===== config.mk =====
export PLATFORM = sky130hd
export DESIGN_NAME = seg_scan_ctrl
export DESIGN_NICKNAME = d
export VERILOG_FILES = /design/src/rtl/seg_scan_ctrl.sv
export SDC_FILE = /design/constraint.sdc
export NUM_CORES = 1
export LEC_CHECK = 0
export CORE_MARGIN = 3
export CORE_UTILIZATION = 53
export CTS_CLUSTER_SIZE = 8
export DETAILED_ROUTE_END_ITERATION = 6
export PLACE_DENSITY = 0.91
export SYNTH_ARGS = -nofsm -noshare
export SYNTH_HDL_FRONTEND = slang
export SYNTH_SLANG_ARGS = --single-unit

===== constraint.sdc =====
create_clock -name clk -period 2.3 [get_ports clk]
set_input_delay 0.69 -clock clk [delete_from_list [all_inputs] [get_ports clk]]
set_output_delay 0.69 -clock clk [all_outputs]
set_load 0.05 [all_outputs]

===== src/rtl/seg_scan_ctrl.sv =====
// Eight-digit multiplexed seven-segment scanner. A 32-bit value is latched at
// frame boundaries only, and each digit slot opens with an anode-off guard.
module seg_scan_ctrl #(
  parameter int SCAN_DIV   = 50000,
  parameter int GUARD      = 2,
  parameter bit ACTIVE_LOW = 1'b1
) (
  input  logic        clk,
  input  logic        rst,
  input  logic [31:0] disp_data,
  input  logic        disp_valid,
  output logic        disp_ready,
  input  logic [7:0]  blank_mask,
  input  logic [7:0]  dp_mask,
  output logic [7:0]  seg_out,
  output logic [7:0]  an_out,
  output logic        frame_done
);

  localparam int               CNT_W      = (SCAN_DIV > 1) ? $clog2(SCAN_DIV) : 1;
  localparam logic [CNT_W-1:0] PRESC_LAST = CNT_W'(SCAN_DIV - 1);
  localparam logic [7:0]       INACTIVE   = ACTIVE_LOW ? 8'hFF : 8'h00;

  function automatic logic [6:0] font7(input logic [3:0] nib);
    logic [6:0] f;
    case (nib)
      4'h0: f = 7'h3F;
      4'h1: f = 7'h06;
      4'h2: f = 7'h5B;
      4'h3: f = 7'h4F;
      4'h4: f = 7'h66;
      4'h5: f = 7'h6D;
      4'h6: f = 7'h7D;
      4'h7: f = 7'h07;
      4'h8: f = 7'h7F;
      4'h9: f = 7'h6F;
      4'hA: f = 7'h77;
      4'hB: f = 7'h7C;
      4'hC: f = 7'h39;
      4'hD: f = 7'h5E;
      4'hE: f = 7'h79;
      default: f = 7'h71;
    endcase
    return f;
  endfunction

  function automatic logic [7:0] to_pins(input logic [7:0] active_high);
    return ACTIVE_LOW ? ~active_high : active_high;
  endfunction

  logic [CNT_W-1:0] presc_q, presc_d;
  logic [2:0]       digit_q, digit_d;
  logic [31:0]      shadow_q, shadow_d;
  logic [31:0]      pend_q, pend_d;
  logic             pend_full_q, pend_full_d;
  logic [7:0]       seg_q, seg_d;
  logic [7:0]       an_q, an_d;
  logic             frame_done_q, frame_done_d;

  logic             in_guard;
  logic             presc_wrap;
  logic             frame_wrap;
  logic             accept;
  logic [3:0]       nib;
  logic [7:0]       seg_ah;
  logic [7:0]       an_ah;

  // With no guard the comparison would be constant-false, so it is not built.
  generate
    if (GUARD == 0) begin : g_no_guard
      assign in_guard = 1'b0;
    end else begin : g_guard
      assign in_guard = (presc_q < CNT_W'(GUARD));
    end
  endgenerate

  always_comb begin
    presc_wrap   = (presc_q == PRESC_LAST);
    frame_wrap   = presc_wrap && (digit_q == 3'd7);
    accept       = disp_valid && !pend_full_q;

    presc_d      = presc_wrap ? '0 : presc_q + 1'b1;
    digit_d      = presc_wrap ? digit_q + 3'd1 : digit_q;
    frame_done_d = frame_wrap;

    shadow_d     = shadow_q;
    pend_d       = pend_q;
    pend_full_d  = pend_full_q;
    // A full pending slot blocks accept, so swap and accept never collide.
    if (frame_wrap && pend_full_q) begin
      shadow_d    = pend_q;
      pend_full_d = 1'b0;
    end else if (accept) begin
      pend_d      = disp_data;
      pend_full_d = 1'b1;
    end

    nib    = shadow_q[{digit_q, 2'b00} +: 4];
    seg_ah = 8'h00;
    an_ah  = 8'h00;
    if (!in_guard && !blank_mask[digit_q]) begin
      an_ah  = 8'd1 << digit_q;
      seg_ah = {dp_mask[digit_q], font7(nib)};
    end
    seg_d = to_pins(seg_ah);
    an_d  = to_pins(an_ah);
  end

  always_ff @(posedge clk) begin
    if (rst) begin
      presc_q      <= '0;
      digit_q      <= 3'd0;
      shadow_q     <= 32'h0;
      pend_q       <= 32'h0;
      pend_full_q  <= 1'b0;
      seg_q        <= INACTIVE;
      an_q         <= INACTIVE;
      frame_done_q <= 1'b0;
    end else begin
      presc_q      <= presc_d;
      digit_q      <= digit_d;
      shadow_q     <= shadow_d;
      pend_q       <= pend_d;
      pend_full_q  <= pend_full_d;
      seg_q        <= seg_d;
      an_q         <= an_d;
      frame_done_q <= frame_done_d;
    end
  end

  assign disp_ready = !pend_full_q;
  assign seg_out    = seg_q;
  assign an_out     = an_q;
  assign frame_done = frame_done_q;

endmodule

Yosys cells after proc, flatten, opt, wreduce, memory -nomap -nowiden
Memory sizes are Yosys's and may differ from the RTL's.
Cells that the tools add are included.
{"block": "totals", "mem_bits_rw": 0, "romBits": 112, "latchBits": 0, "register_bits": 101, "memories": 1}
{"memory": "(no name shown)", "words": 16, "width": 7, "rd": 1, "rd_ports_with_merged_regs": 0, "wr": 0, "line": "26", "text": "case (nib)"}
{"block": "op_classes", "n_eq_ne": 2, "mul": 0, "mux": 6, "magnitude_cmp": 2, "n_bitwise": 3, "div": 0, "add_sub_neg": 2, "n_reduce_logical": 10, "n_shift": 2}
{"cell": "32-bit by 6-bit indexed part select with 4-bit output", "n": 1}
{"cell": "16-bit by 1-bit adder with 16-bit output (second input constant)", "n": 1}
{"cell": "16-bit equality test (second input constant)", "n": 1}
{"cell": "16-bit by 2-bit < comparator with 1-bit output (second input constant)", "n": 1}
{"cell": "8-bit 2-to-1 mux", "n": 2}
{"cell": "8-bit NOT", "n": 2}
{"cell": "1-bit by 3-bit << shifter with 8-bit output (first input constant)", "n": 1}
{"cell": "1-bit binary-select mux with 3-bit select", "n": 2}
{"cell": "1-bit logical AND", "n": 4}
{"cell": "3-bit by 4-bit < comparator with 1-bit output (second input constant)", "n": 1}
{"cell": "2-bit OR reduction", "n": 2}
{"cell": "3-bit by 1-bit adder with 3-bit output (second input constant)", "n": 1}
{"cell": "3-bit equality test (second input constant)", "n": 1}
{"cell": "1-bit zero test", "n": 3}
{"cell": "1-bit 2-to-1 mux", "n": 2}
{"cell": "2-bit AND reduction", "n": 1}
{"cell": "1-bit NOT", "n": 1}

Depth between registers and ports, before layout
Gate-level depths: netlist (run 1).
{"block": "depth", "depth_word": 6, "depth_mapped": 10}

Worst setup path before layout (run 1)
Ideal clock, no wire load.
{"block": "synth_timing", "kind": "input to register", "start": "input blank_mask[3]", "end": "register seg_q[3], in the netlist seg_out[3]", "path_stages": 5, "setup_ps": 129, "path_slack_ps": 157, "required_ps": 2171, "arrival_ps": 2014, "path_cell_list": "mux4_2 mux2_2 a311oi_2 buf_4 o211ai_1"}
{"block": "synth_between", "elab_chain_len": 6}
{"item": "from (decl)", "line": "13", "text": "input logic [7:0] blank_mask,"}
{"item": "1-bit binary-select mux with 3-bit select", "line": "101", "text": "if (!in_guard && !blank_mask[digit_q]) begin"}
{"item": "1-bit 2-to-1 mux (implied by the code)", "line": "101"}
{"item": "1-bit zero test", "line": "101"}
{"item": "1-bit logical AND", "line": "101"}
{"item": "8-bit 2-to-1 mux", "line": "101"}
{"item": "8-bit NOT", "line": "48", "text": "return ACTIVE_LOW ? ~active_high : active_high;"}
{"item": "to (signal assigned)", "line": "125", "text": "seg_q <= seg_d;"}
{"item": "to (decl)", "line": "56", "text": "logic [7:0] seg_q, seg_d;"}
No other way between the ends. The select of a mux whose other input is x is not followed.
A chain may end at the register's enable or synchronous reset.

Worst setup path in the final report (run 1)
{"block": "layout_timing", "start": "input blank_mask[3]", "end": "register an_q[1], in the netlist an_out[1]"}
{"block": "layout_between", "elab_chain_len": 6}
{"item": "1-bit binary-select mux with 3-bit select", "line": "101"}
{"item": "1-bit 2-to-1 mux (implied by the code)", "line": "101"}
{"item": "1-bit zero test", "line": "101"}
{"item": "1-bit logical AND", "line": "101"}
{"item": "8-bit 2-to-1 mux", "line": "101"}
{"item": "8-bit NOT", "line": "48"}
{"item": "to (signal assigned)", "line": "126", "text": "an_q <= an_d;"}
{"item": "to (decl)", "line": "57", "text": "logic [7:0] an_q, an_d;"}
No other way between the ends. The select of a mux whose other input is x is not followed.

==> flow_summary.yaml, run 1 <==
sta:
  slew_headroom_pct: 64.67
  worst_slack_ns: 0.09696
  rsz0062_at_grt: "no"
  tightest_slew_ns: 0.5300
  fin_worst_skew_ns: 0.01347
  post-route-min-period_ns: 2.203
  period_share_pct: 95.78
  drv_slew: 0
  whs_ns: 0.4614
  finalSetupViolCount: 0
  clock.fmax_mhz: 453.9
  final.setup.tns_ns: 0
  final_hold_viol_count: 0
synth:
  async_reset_ff_share_pct: 0
  synth_ff_type: "dfxtp_1"
  synth.net_count: 508
  synth_warnings: 0
  yosysSeqAreaShare_pct: 48.20
  synth_edf_count: 0
  syn_inst: 444
  synth_cell_type_count: 37
  ys_ff_latch: 101
  syn_area_mm2: 0.004195
  syn-mean-instance-area_um2: 9.449
drt:
  dr.first_iter.drc_count: 232
  drt-total-wl_um: 9171
  vias: 3310
  avgRoutedWirePerCell_um: 14.94
  viasPerCell: 5.391
  final_antenna_net_count: 0
  firstDrtPassIters: 6
  drc: 0
finish:
  fillCellCount: 543
  antenna_cells: 0
  drive_gt1_share_pct: 10.49
  final_nets: 575
  postLayoutCellArea_mm2: 0.005226
  area_growth_pct: 24.57
cts:
  cts_buffers: 9
  h-tree-depth: 3
  clk_pin_slew_ns: 0.09
  cts.sinks: 101
  clock-root-buffer: "clkbuf_8"
  cts_tree: "done"
  cts_max_path_buffers: 2
  clock_latency_ns: 0.37
floorplan:
  dieWidth_um: 94.97
  pin_count: 69
  start_util_pct: 56.33
  die_area_mm2: 0.009019
  rows: 31
  core_area_mm2: 0.007447
  chipHeight_um: 94.97
critical_path:
  worstSetupStartpointType: "input port"
  worstPathRequired_ns: 2.56
  cp_max_fo: 6
  cp-end-kind: "flip-flop"
  regToRegSetupSlack_ns: 0.16
  reg2reg_depth: 8
  critical-path-max-stage-delay_ns: 0.45
  crit_path_cell_trace: "clkdlybuf4s50_1, mux4_2, mux2_2, a311oi_2, buf_6, and2_1, nand2_1"
  arrival_ns: 2.46
  critPathSlowestCell: "mux4_2"
  crit_type: "input port to flip-flop"
min_path:
  hold_depth: 2
  hold_class: "flip-flop to flip-flop"
power_and_ir_drop:
  powerDensity_mw_per_mm2: 613.1
  ir_worst_vdd_mv: 0.4064
  total_power_mw: 3.204
  leakage_nw: 2.216
placement:
  dp_hpwl_um: 6688
  place_area_mm2: 0.005010
  port_buffers: 68
  dp_slack_ns: -0.3703
  place.gp.congestion: 0.9008
grt:
  grt_pass1_wl_um: 15130
  antenna_found_initial: 0
  grt_pass1_vias: 3336
  grt_start_max_net_pins: 54
  overflow: 0
  track_usage_pct: 21.85
run_status:
  status: "finished, final reports clean"
job:
  cap_viol_max_count: 0
[critical path: cells and delay by family]
family,cells,cell delay [ns]
AND/OR/NAND/NOR,2,0.26
multiplexers,2,0.74
buffers and inverters,2,0.56
AO/OA/AOI/OAI,1,0.21
[routing by layer]
layer / share of wire [%] / GRT usage (%)
met5: 0 / 0
met2: 51 / 38.58
met3: 5.4 / 4.143
met1: 41 / 25.16
met4: 2.6 / 10.82
[flip-flops by register name, summed over array words and instances, names as in the netlist]
register,flops
presc_q,16
pend_full_q,1
frame_done,1
pend_q,32
seg_out,8
digit_q,3
shadow_q,32
an_out,8
[power breakdown]
part | internal, mW | switching [mW]
logic | 0.141 | 0.132
clock network | 0.507 | 0.606
registers | 1.79 | 0.0271
[repair_timing]
action                                  in CTS  in global routing
hold buffers                                 0                  0
resized for setup                            0                  1
endpoints found under the setup margin       0                  3
setup buffers                                0                  1
endpoints found under the hold margin        0                  0
[layout by cell type, fill, tap and decap left out, types with 9 or more instances in the layout]
| cell type | n |
|---|---|
| nand3_1 | 15 |
| nor2_1 | 56 |
| nand2_1 | 84 |
| dfxtp_1 | 101 |
| mux2i_1 | 37 |
| xnor2_1 | 9 |
| clkbuf_8 | 9 |
| a21oi_1 | 35 |
| ha_1 | 13 |
| buf_4 | 11 |
| mux4_2 | 12 |
| inv_1 | 11 |
| clkdlybuf4s50_1 | 66 |
[worst paths after layout]
kind	endpoint	from
worst max-delay path	an_out[1]	blank_mask[3]
worst min-delay path	pend_q[25]	pend_q[25]
worst max register to register	seg_out[3]	digit_q[1]
worst min register to register	pend_q[25]	pend_q[25]
[cell families after synthesis]
kind of cell,Yosys count,synth area share (%)
AOI/OAI and AO/OA,44,6.025
xor gates and xnor gates,15,3.132
adders and majority gates,13,3.877
buffers and inverters,39,4.116
DFF,101,48.20
muxes,52,16.13
and+or+nand+nor,180,18.52
[cell usage after synthesis, types with 2 or more instances]
cell / instances / area, um^2
buf_1: 2 / 7.510
nor3_1: 7 / 35.03
xor2_1: 6 / 52.55
o221ai_1: 2 / 17.52
mux4_2: 12 / 270.3
a21oi_1: 35 / 175.2
buf_4: 3 / 22.52
nor2_1: 56 / 210.2
nand4_1: 2 / 12.51
xnor2_1: 9 / 78.83
ha_1: 13 / 162.7
nor4_1: 2 / 12.51
dfxtp_1: 101 / 2022
clkbuf_1: 15 / 56.30
mux2i_1: 37 / 370.4
inv_1: 11 / 41.29
nand2_1: 84 / 315.3
buf_2: 6 / 30.03
and2_1: 3 / 18.77
mux2_2: 2 / 22.52
o211ai_1: 4 / 30.03
nand3_1: 15 / 75.07
and3_1: 3 / 18.77
[metrics by stage]
step | cells | utilization [%]
floorplan | 444 | -
global placement | 598 | 67.27
detailed placement | 598 | 67.27
CTS | 613 | 69.86
global route | 614 | 70.18
finish | 614 | 70.18
[cell type report]
class                      instances  area (um^2)  area share, %
timing repair buffer              83        839.6          16.06
multi-input combinational        304         2003          38.33
clock inverter                     6        68.82          1.317
inverter                          12        45.04         0.8619
sequential                       101         2022          38.69
clock buffer                       9        123.9          2.370
tap                               99        123.9          2.370
No activity file was read; power rests on OpenSTA's default activity.
==> run 2, diff against run 1 <==
--- a/config.mk
+++ b/config.mk
@@ -5,6 +5,7 @@
 export SDC_FILE = /design/constraint.sdc
 export NUM_CORES = 1
 export LEC_CHECK = 0
+export CAP_MARGIN = 30
 export CORE_MARGIN = 3
 export CORE_UTILIZATION = 53
 export CTS_CLUSTER_SIZE = 8
==> constraint.sdc (replaced) <==
create_clock -name clk -period 2.15 [get_ports clk]
set_input_delay 0.645 -clock clk [delete_from_list [all_inputs] [get_ports clk]]
set_output_delay 0.645 -clock clk [all_outputs]
set_load 0.05 [all_outputs]
==> run 2 against run 1 <==
Sequential cell count unchanged. Sequential share of layout area fell by 0.21 points. Core utilization grew 0.47 points. Critical path type is now flip-flop to output pin. Cell area grew 0.67%. First-iteration DRC count increased by 11%. Hold slack got worse by 0.0016 ns. Critical path depth down 6. Highest routed layer unchanged. Clock power is 5% lower. Setup slack worse by 0.059 ns.
==> flow_summary.yaml, run 2 (same netlist as run 1, synthesis figures left out) <==
run_status:
  status: "finished, final reports clean"
sta:
  final_hold_viol_count: 0
  final.setup.tns_ns: 0
  period_share_pct: 98.25
  clock.fmax_mhz: 473.4
  finalSetupViolCount: 0
  post-route-min-period_ns: 2.112
  tightest_slew_ns: 0.5155
  slew_headroom_pct: 65.58
  drv_slew: 0
  fin_worst_skew_ns: 0.01075
drt:
  final_antenna_net_count: 0
  dr.first_iter.drc_count: 257
  drt-total-wl_um: 9145
  firstDrtPassIters: 4
  avgRoutedWirePerCell_um: 14.75
  drc: 0
  viasPerCell: 5.352
  vias: 3318
finish:
  final_cell_mix: "dfxtp_1 (99), nand2_1 (82), nor2_1 (56)"
  final-seq-area_mm2: 0.002024
  fin_cells: 620
  fillCellCount: 545
  final_nets: 580
  antenna_cells: 0
  multi_input_area_mm2: 0.002028
  area_growth_pct: 25.41
  final_common_cell: "dfxtp_1"
  final_core_util_pct: 70.65
  reg_top3: "pend_q: 32 flops, shadow_q: 32 flops, presc_q: 16 flops"
  drive_gt1_share_pct: 13.05
  postLayoutCellArea_mm2: 0.005261
job:
  cap_viol_max_count: 0
critical_path:
  regToRegSetupSlack_ns: 0.07
  worstPathRequired_ns: 1.50
  worstSetupStartpointType: "flip-flop"
  critical-path-max-stage-delay_ns: 0.79
  cp_max_fo: 1
  cp-end-kind: "output pin"
  crit_cells: 1
  reg2reg_depth: 7
  crit-reg2reg-launch: "digit_q[0]"
  crit_path_start: "seg_out[7]"
  critPathSlowestCell: "clkdlybuf4s50_1"
  cp-endpoint: "seg_out[7]"
  arrival_ns: 1.47
  crit_path_cell_trace: "clkdlybuf4s50_1"
  crit_type: "flip-flop to output pin"
  rr_endpoint: "an_out[2]"
  path_buf_inv: 1
  crit_family: "buffers and inverters"
power_and_ir_drop:
  ir_worst_vdd_mv: 0.5759
  powerDensity_mw_per_mm2: 625.4
  leakage_nw: 2.245
cts:
  h-tree-depth: 3
  cts_max_path_buffers: 2
  cts.sinks: 101
  clk_pin_slew_ns: 0.09
  clock_latency_ns: 0.36
  hold_buffers: 0
  cts_tree: "done"
  clock-root-buffer: "clkbuf_8"
  cts_buffers: 9
placement:
  dp_hpwl_um: 6471
  port_buffers: 68
  place.gp.congestion: 0.9156
  place_inst: 601
  place_area_mm2: 0.005042
floorplan:
  start_util_pct: 56.33
  core_area_mm2: 0.007447
  rows: 31
  pin_count: 69
  chipHeight_um: 94.97
  die_area_mm2: 0.009019
  dieWidth_um: 94.97
min_path:
  hold_class: "flip-flop to flip-flop"
  hold_depth: 2
grt:
  grt_start_max_net_pins: 49
  grt_pass1_wl_um: 14940
  track_usage_pct: 21.50
  overflow: 0
  grt_pass1_vias: 3348
  antenna_found_initial: 0
## run 2: layout make-up
cell class | instances | area share (%)
Multi-Input combinational cell | 304 | 38.55
Timing Repair Buffer | 88 | 16.60
Tap cell | 99 | 2.354
Clock buffer | 11 | 2.497
Clock inverter | 5 | 0.6659
Inverter | 12 | 0.8561
Sequential cell | 101 | 38.48
## run 2: timing repair
item                                    in CTS  in global routing
gates resized for setup                     14                 12
cloned                                       1                  0
pin swaps                                    4                  1
buffers inserted                             2                  0
endpoints found under the setup margin       6                  9
## run 2: stage by stage
stage,hold slack (ns),power (mW),setup slack (ns)
2_1_floorplan,0.4260,2.124,0.01136
3_3_place_gp,0.4393,2.267,-0.4172
3_5_place_dp,0.4506,2.277,-0.4555
4_1_cts,0.4637,3.311,0.001015
5_1_grt,0.4861,3.402,-0.001084
6_report,0.4598,3.290,0.03753
## run 2: metal layers
| layer | GRT usage, % | vias to the layer above | routed length [um] |
|---|---|---|---|
| li1 | - | 1639 | - |
| met1 | 23.84 | 1563 | 3668 |
| met2 | 39.11 | 94 | 4783 |
| met3 | 5.179 | 22 | 490 |
| met4 | 8.894 | 0 | 203 |
| met5 | 0 | - | 0 |
## run 2: worst min path at each step
stage,slack (ns),to,from
floorplan,0.43,presc_q[0],presc_q[0]
global placement,0.44,presc_q[0],presc_q[0]
detailed placement,0.45,pend_q[23],pend_q[23]
CTS,0.46,pend_q[20],pend_q[20]
global route,0.49,pend_q[20],pend_q[20]
finish,0.46,pend_q[12],pend_q[12]
## run 2: power by group
| part | switching [mW] | leakage [nW] | internal, mW |
|---|---|---|---|
| Clock | 0.632 | 0.0837 | 0.424 |
| Sequential | 0.0288 | 0.821 | 1.92 |
| Combinational | 0.140 | 1.34 | 0.149 |
| Total | 0.800 | 2.25 | 2.49 |
